File: src/rtl/arb_requester.sv
`default_nettype none
// +----------------------------------------------------------------------------+
// | Module      : arb_requester                                                |
// | Description : Client-side agent for a two-way req/gnt arbiter. Accepts a   |
// |               burst command, requests the bus, moves cmd_len+1 beats from  |
// |               a local source while the grant is held, then releases.       |
// | Options     : `define REQ_TIMEOUT_EN adds a grant-wait timeout (TIMEOUT    |
// |               cycles in REQ without gnt aborts with err_code 10).          |
// | Revision    : 1.0 - initial release                                        |
// +----------------------------------------------------------------------------+
module arb_requester #(
  parameter int DATA_W  = 8,
  parameter int LEN_W   = 4
`ifdef REQ_TIMEOUT_EN
  ,
  parameter int TIMEOUT = 16
`endif
) (
  input  logic              clock,
  input  logic              reset,
  input  logic              i_cmd_valid,
  input  logic [LEN_W-1:0]  i_cmd_len,
  output logic              o_cmd_ready,
  output logic              o_req,
  input  logic              i_gnt,
  output logic              o_src_rd,
  input  logic [DATA_W-1:0] i_src_data,
  output logic              o_bus_valid,
  output logic [DATA_W-1:0] o_bus_data,
  output logic              o_busy,
  output logic              o_done,
  output logic              o_err,
  output logic [1:0]        o_err_code
);

  typedef enum logic [1:0] {
    S_IDLE = 2'd0,
    S_REQ  = 2'd1,
    S_XFER = 2'd2,
    S_REL  = 2'd3
  } state_t;

  localparam logic [1:0] c_ERR_GNT_LOST = 2'b01;
  localparam logic [1:0] c_ERR_TIMEOUT  = 2'b10;

  state_t              r_state;
  state_t              w_state_next;
  logic [LEN_W-1:0]    r_len;
  logic [LEN_W-1:0]    r_cnt;
  logic                r_bus_valid;
  logic [DATA_W-1:0]   r_bus_data;
  logic                r_done;
  logic                r_err;
  logic [1:0]          r_err_code;

  logic                w_accept;
  logic                w_beat;
  logic                w_last;
  logic                w_lost;
  logic                w_timeout;

  assign w_accept = i_cmd_valid && (r_state == S_IDLE);
  // A beat moves in every XFER cycle that still holds the grant.
  assign w_beat   = (r_state == S_XFER) && i_gnt;
  assign w_lost   = (r_state == S_XFER) && !i_gnt;
  // Compare before increment so a full 2**LEN_W burst never wraps early.
  assign w_last   = (r_cnt == r_len);

`ifdef REQ_TIMEOUT_EN
  localparam int               WAIT_W      = (TIMEOUT > 1) ? $clog2(TIMEOUT) : 1;
  localparam logic [WAIT_W-1:0] c_WAIT_LAST = WAIT_W'(TIMEOUT - 1);

  logic [WAIT_W-1:0] r_wait;

  // Count grant-less REQ cycles; restarted whenever a new command enters REQ.
  always_ff @(posedge clock) begin
    if (reset) begin
      r_wait <= '0;
    end else if (w_accept) begin
      r_wait <= '0;
    end else if ((r_state == S_REQ) && !i_gnt) begin
      r_wait <= r_wait + 1'b1;
    end
  end

  // A grant arriving in the final wait cycle takes priority over the timeout.
  assign w_timeout = (r_state == S_REQ) && !i_gnt && (r_wait == c_WAIT_LAST);
`else
  // Without the timeout option REQ waits for the grant indefinitely.
  assign w_timeout = 1'b0;
`endif

  // State register.
  always_ff @(posedge clock) begin
    if (reset) begin
      r_state <= S_IDLE;
    end else begin
      r_state <= w_state_next;
    end
  end

  // Next-state decode.
  always_comb begin
    w_state_next = r_state;
    case (r_state)
      S_IDLE: begin
        if (w_accept) begin
          w_state_next = S_REQ;
        end
      end
      S_REQ: begin
        if (i_gnt) begin
          w_state_next = S_XFER;
        end else if (w_timeout) begin
          w_state_next = S_REL;
        end
      end
      S_XFER: begin
        if (!i_gnt || w_last) begin
          w_state_next = S_REL;
        end
      end
      S_REL: begin
        // Leave only once the arbiter has dropped the grant.
        if (!i_gnt) begin
          w_state_next = S_IDLE;
        end
      end
      default: begin
        w_state_next = S_IDLE;
      end
    endcase
  end

  // Command capture, beat counter, bus beat register and status pulses.
  always_ff @(posedge clock) begin
    if (reset) begin
      r_len       <= '0;
      r_cnt       <= '0;
      r_bus_valid <= 1'b0;
      r_bus_data  <= '0;
      r_done      <= 1'b0;
      r_err       <= 1'b0;
      r_err_code  <= 2'b00;
    end else begin
      r_bus_valid <= w_beat;
      r_done      <= w_beat && w_last;
      r_err       <= w_lost || w_timeout;
      if (w_beat) begin
        r_bus_data <= i_src_data;
      end
      if (w_lost) begin
        r_err_code <= c_ERR_GNT_LOST;
      end else if (w_timeout) begin
        r_err_code <= c_ERR_TIMEOUT;
      end
      if (w_accept) begin
        r_len <= i_cmd_len;
        r_cnt <= '0;
      end else if (w_beat) begin
        r_cnt <= r_cnt + 1'b1;
      end
    end
  end

  assign o_cmd_ready = (r_state == S_IDLE);
  assign o_busy      = (r_state != S_IDLE);
  assign o_req       = (r_state == S_REQ) || (r_state == S_XFER);
  assign o_src_rd    = w_beat;
  assign o_bus_valid = r_bus_valid;
  assign o_bus_data  = r_bus_data;
  assign o_done      = r_done;
  assign o_err       = r_err;
  assign o_err_code  = r_err_code;

endmodule
`default_nettype wire

File: config.mk
export PLATFORM = sky130hd
export DESIGN_NAME = arb_requester
export DESIGN_NICKNAME = d
export VERILOG_FILES = /design/src/rtl/arb_requester.sv
export SDC_FILE = /design/constraint.sdc
export NUM_CORES = 1
export LEC_CHECK = 0
export ABC_CLOCK_PERIOD_IN_PS = 2300
export CAP_MARGIN = 10
export CORE_UTILIZATION = 46
export DETAILED_ROUTE_END_ITERATION = 10
export GPL_TIMING_DRIVEN = 0
export PLACE_DENSITY = 0.87
export SLEW_MARGIN = 20
export SYNTH_ARGS = -nofsm -noshare
export SYNTH_HDL_FRONTEND = slang
export SYNTH_SLANG_ARGS = --single-unit
File: constraint.sdc
create_clock -name clock -period 2.3 [get_ports clock]
set_input_delay 0.46 -clock clock [delete_from_list [all_inputs] [get_ports clock]]
set_output_delay 0.46 -clock clock [all_outputs]
set_load 0.01 [all_outputs]
Yosys cells after proc, flatten, opt, wreduce, memory -nomap -nowiden
Cells that the tools add are included.
{"block": "word_totals", "reg_bits": 22, "inputBits": 16}
{"block": "op_classes", "n_addsub": 1, "n_eq_ne": 8, "mux": 5, "n_reduce_logical": 11}
{"cell": "two-way mux 2 bit", "n": 4}
{"cell": "one-hot mux 2 bit (4 select lines)", "n": 1}
{"cell": "adder 4 x 1 -> 4 bit (second input constant)", "n": 1}
{"cell": "equality test 2 bit (second input constant)", "n": 2}
{"cell": "equality test 4 bit", "n": 1}
{"cell": "logical AND 1 bit", "n": 4}
{"cell": "inequality test 2 x 1 -> 1 bit (second input constant)", "n": 2}
{"cell": "inequality test 2 bit (second input constant)", "n": 2}
{"cell": "AND reduction 4 bit", "n": 1}
{"cell": "equality test 2 x 1 -> 1 bit (second input constant)", "n": 1}
{"cell": "logical NOT 2 bit", "n": 1}
{"cell": "logical OR 1 bit", "n": 2}
{"cell": "nonzero test 2 bit", "n": 1}
{"cell": "OR reduction 2 bit", "n": 1}
{"cell": "logical NOT 1 bit", "n": 1}

Longest topological paths before layout
{"block": "logic_depth", "word_depth": 4, "depth_mapped": 7, "ltp_nobuf": 7}

Least setup slack after synthesis
OpenSTA, ideal clock, no wires.
{"block": "synth_timing", "kind": "register to register", "startpoint": "reg r_state[0]", "endpoint": "reg r_state[0]", "setup_ns": 0.079, "arrival_ns": 1.529, "t_required_ns": 2.221, "path_slack_ns": 0.691, "path_stages_with_launch": 7, "period_less_slack_ns": 1.609, "cell_sequence": "dfxtp_1 -> inv_1 -> ha_1 -> inv_2 -> o21a_1 -> mux2_4 -> a211oi_2"}
{"block": "synth_via", "elab_chain_len": 4, "elab_cells_between_ends": 11, "cone_classes": "eq/ne: 7; mux: 1; reduce/logical: 3"}
{"element": "start, declared", "line": "46", "text": "state_t r_state;"}
{"element": "start signal, assigned", "line": "98", "text": "r_state <= w_state_next;"}
{"element": "logical NOT 2 bit *"}
{"element": "net o_cmd_ready", "line": "23", "text": "output logic o_cmd_ready,"}
{"element": "logical AND 1 bit", "line": "62", "text": "assign w_accept = i_cmd_valid && (r_state == S_IDLE);"}
{"element": "inequality test 2 x 1 -> 1 bit (no line)"}
{"element": "AND reduction 4 bit (no line)"}
Mark *: on every way through the listed nets, which the timed path passes. The rest lies on a longest branch.
A chain may end at the register's enable or synchronous reset.

Final worst setup path
{"block": "layout_timing", "startpoint": "reg r_state[0]", "endpoint": "out o_busy"}
{"block": "layout_via", "elab_chain_len": 1}
{"element": "nonzero test 2 bit", "line": "167", "text": "assign o_busy = (r_state != S_IDLE);"}
{"element": "end, declared", "line": "30", "text": "output logic o_busy,"}
Every way passes these cells.

==> reports/results.tsv <==
metric	value	unit
status	finished clean	
post-synthesis mux area share	0.02681	
Die Y	47.05	um
clock buffer depth	2	
final setup fails	0	
Skew-Pair Late Insertion Delay	0.30	ns
Core Box Area	0.001821	mm^2
mapped cell area	933.4	um^2
CTS tree	yes	
initial antenna violation count	0	
Yosys Warn Count	0	
main combinational cell family by area after synthesis	simple AND/OR/NAND/NOR gates	
Worst EP arrival	1.73	ns
sequential area share after synthesis	0.4718	
gr usage total	0.2041	
die area	0.002213	mm^2
Post-Layout Cell Count	167	
number of synthesized register bits	22	
Final ANT Viol Nets	0	
xor and xnor area share after synthesis	0.06568	
compound-cell area share of the yosys netlist	0.1247	
number of fill cells	143	
Die X	47.05	um
Max Slew Vio Count	0	
antenna diode count	0	
met3 usage in global routing	0.04231	
Top Ports	33	
post-route clock period utilization	0.9541	
average cell area after synthesis	8.643	um^2
top post-synthesis cells by area	dfxtp_1 (47%), nand2_1 (10%), ha_1 (8.0%)	
VDD IR max	0.9841	mV
Residual DRC	0	
initial DRC count	15	
hold wc startpoint	o_bus_data[0]	
syn_nets	130	
vias in the first global route	789	
area leader, netlist	dfxtp_1	
final count of hold timing violations	0	
Flop pwr share	0.366	
Layout Nets	165	
RSZ-0062 raised after global routing	no	
clock sink total	22	
number of synthesized flops with an enable pin	0	
DP Worst Slack	-0.1981	ns
final setup TNS	0	ns
GR peak layer	met2	
GPL Wtd Cong	0.7463	
Combinational Power Share	0.405	
cells after synthesis	108	
clock skew	0.0006729	ns
detailed-placement wirelength estimate	1647	um
Peak Freq	0.4557	GHz
Int Pwr	0.0008747	W
Clock power frac	0.228	
met1 usage	0.2311	
Worst Reg-to-Reg Cells	6	
worst hold endpoint	o_bus_data[0]	
FF-to-FF End	r_state[0]	
Power, Total	0.001290	W
Worst-path clk slew	0.12	ns
count of maximum capacitance violations	0	
worst setup margin	0.1056	ns
leakage	0.5116	nW
Crit Path Category	reg2out	
via count	847	
routed len/inst	12.79	um
power per cell area	978.5	mW/mm^2
Via density	5.072	
Inserted Clock Buffers	3	
switching power	0.0004158	W
startpoint types	flop	
Synth Area in Adders	0.08043	
Worst setup EP type	primary output	
DRT Pass-1 Iters	4	
GR Overflow Total	0	
sw frac	0.3222	
fin crit period	2.194	ns
grt met2 use	0.3694	
Worst EP required	1.84	ns
post-synthesis async set-or-reset flop share	0	
area delta synth->final	41.29	%
layout cells sized above 1	0.07746	
first-pass GRT wire length	3201	um
most common flop cell mapped by yosys	dfxtp_1	
htree depth	1	
starting density of the core	0.5127	
row count	15	
root buffer cell	clkbuf_4	
Inst Count DP	163	
top-area cell type share of the netlist area	0.4718	
hold path cells	2	
reg-to-reg startpoint	r_state[0]	
r2r setup slk	0.64	ns
port buffer count	30	
Synth Area in Simple Gates	0.1810	
pin count of the biggest net entering global routing	14	
WL final	2136	um
synth unique cells	26	
HP Class	reg2reg	
crit-path max FO	7	
==> placed cells by master (no fill, tap or decap), types with 2 or more instances in the layout <==
cell type,Yosys,routed
clkdlybuf4s50_1,0,29
clkbuf_1,2,2
o21ai_0,2,2
xor2_1,2,2
dfxtp_1,22,22
ha_1,6,6
nor2_1,5,5
buf_4,1,2
a21oi_1,14,14
xnor2_1,5,5
nand3_1,4,4
nand4_1,2,2
nand2_1,26,26
inv_1,4,2
clkbuf_4,0,3
inv_2,1,3
==> layout make-up <==
cell class              count  area, um^2  area share
inverters                   5       18.77     0.01423
well taps                  25       31.28     0.02372
clock inverters             1       30.03     0.02277
flip-flops and latches     22       440.4      0.3340
multi-input cells          76       450.4      0.3416
plain buffers               5       26.28     0.01992
repair buffers             30       299.0      0.2268
clock buffers               3       22.52     0.01708
==> layer usage <==
layer / wire length, um / share of wire / up-vias
met1: 870 / 0.41 / 406
met3: 54 / 0.025 / 4
li1: - / - / 423
met5: 0 / 0 / -
met4: 14 / 0.0066 / 0
met2: 1196 / 0.56 / 14
==> per-stage QoR <==
stage                     utilization  area [um^2]  hold slack (ns)
after floorplan                     -        933.4           0.4496
after global placement         0.6948         1265           0.4382
after detailed placement       0.6948         1265           0.4495
after CTS                      0.7244         1319           0.4682
after global routing           0.7244         1319           0.4953
final                          0.7244         1319           0.4678
==> power groups by stage <==
stage               Sequential [W]  Combinational, W  Clock, W
floorplan                 0.000486          0.000295         0
global placement          0.000477          0.000497         0
detailed placement        0.000480          0.000516         0
CTS                       0.000473          0.000524  0.000302
global route              0.000478          0.000564  0.000319
finish                    0.000472          0.000523  0.000295
==> synthesized netlist by cell type (2+ instances only) <==
| cell type | number |
|---|---|
| a21oi_1 | 14 |
| clkbuf_1 | 2 |
| dfxtp_1 | 22 |
| ha_1 | 6 |
| inv_1 | 4 |
| nand2_1 | 26 |
| nand3_1 | 4 |
| nand4_1 | 2 |
| nor2_1 | 5 |
| o21ai_0 | 2 |
| xnor2_1 | 5 |
| xor2_1 | 2 |
==> critical path: stages, from the launching register on <==
cell             delay (ns)
dfxtp_1                0.39
inv_2                  0.08
ha_1                   0.31
inv_2                  0.11
clkdlybuf4s50_1        0.54
==> flip-flops by register name, indices dropped and copies added (netlist names) <==
register	count
o_err_code	1
o_done	1
r_cnt	4
r_len	4
o_err	1
o_bus_data	8
o_bus_valid	1
r_state	2
==> what timing repair did <==
item / in CTS / in global routing
endpoints found under the setup margin: 1 / 0
hold buffers: 0 / 0
resized for setup: 4 / 0
setup buffers: 0 / 0
==> kinds of logic after synthesis <==
family	Yosys count
and+or+nand+nor	40
DFF	22
AOI/OAI and AO/OA	20
buffers and inverters	10
xor gates and xnor gates	7
adders and majority gates	6
muxes	2
other	1
==> worst max-delay path by stage <==
stage                     from          to  cells after the start  slack [ns]
finish              r_state[0]      o_busy                      4        0.11
global route        r_state[0]      o_busy                      4        0.04
CTS                 r_state[0]      o_busy                      4         0.1
detailed placement       i_gnt    o_src_rd                      5       -0.20
global placement         i_gnt    o_src_rd                      5       -0.19
floorplan           r_state[0]  r_state[0]                      6        0.69
Power figures use the tool's default switching activity.
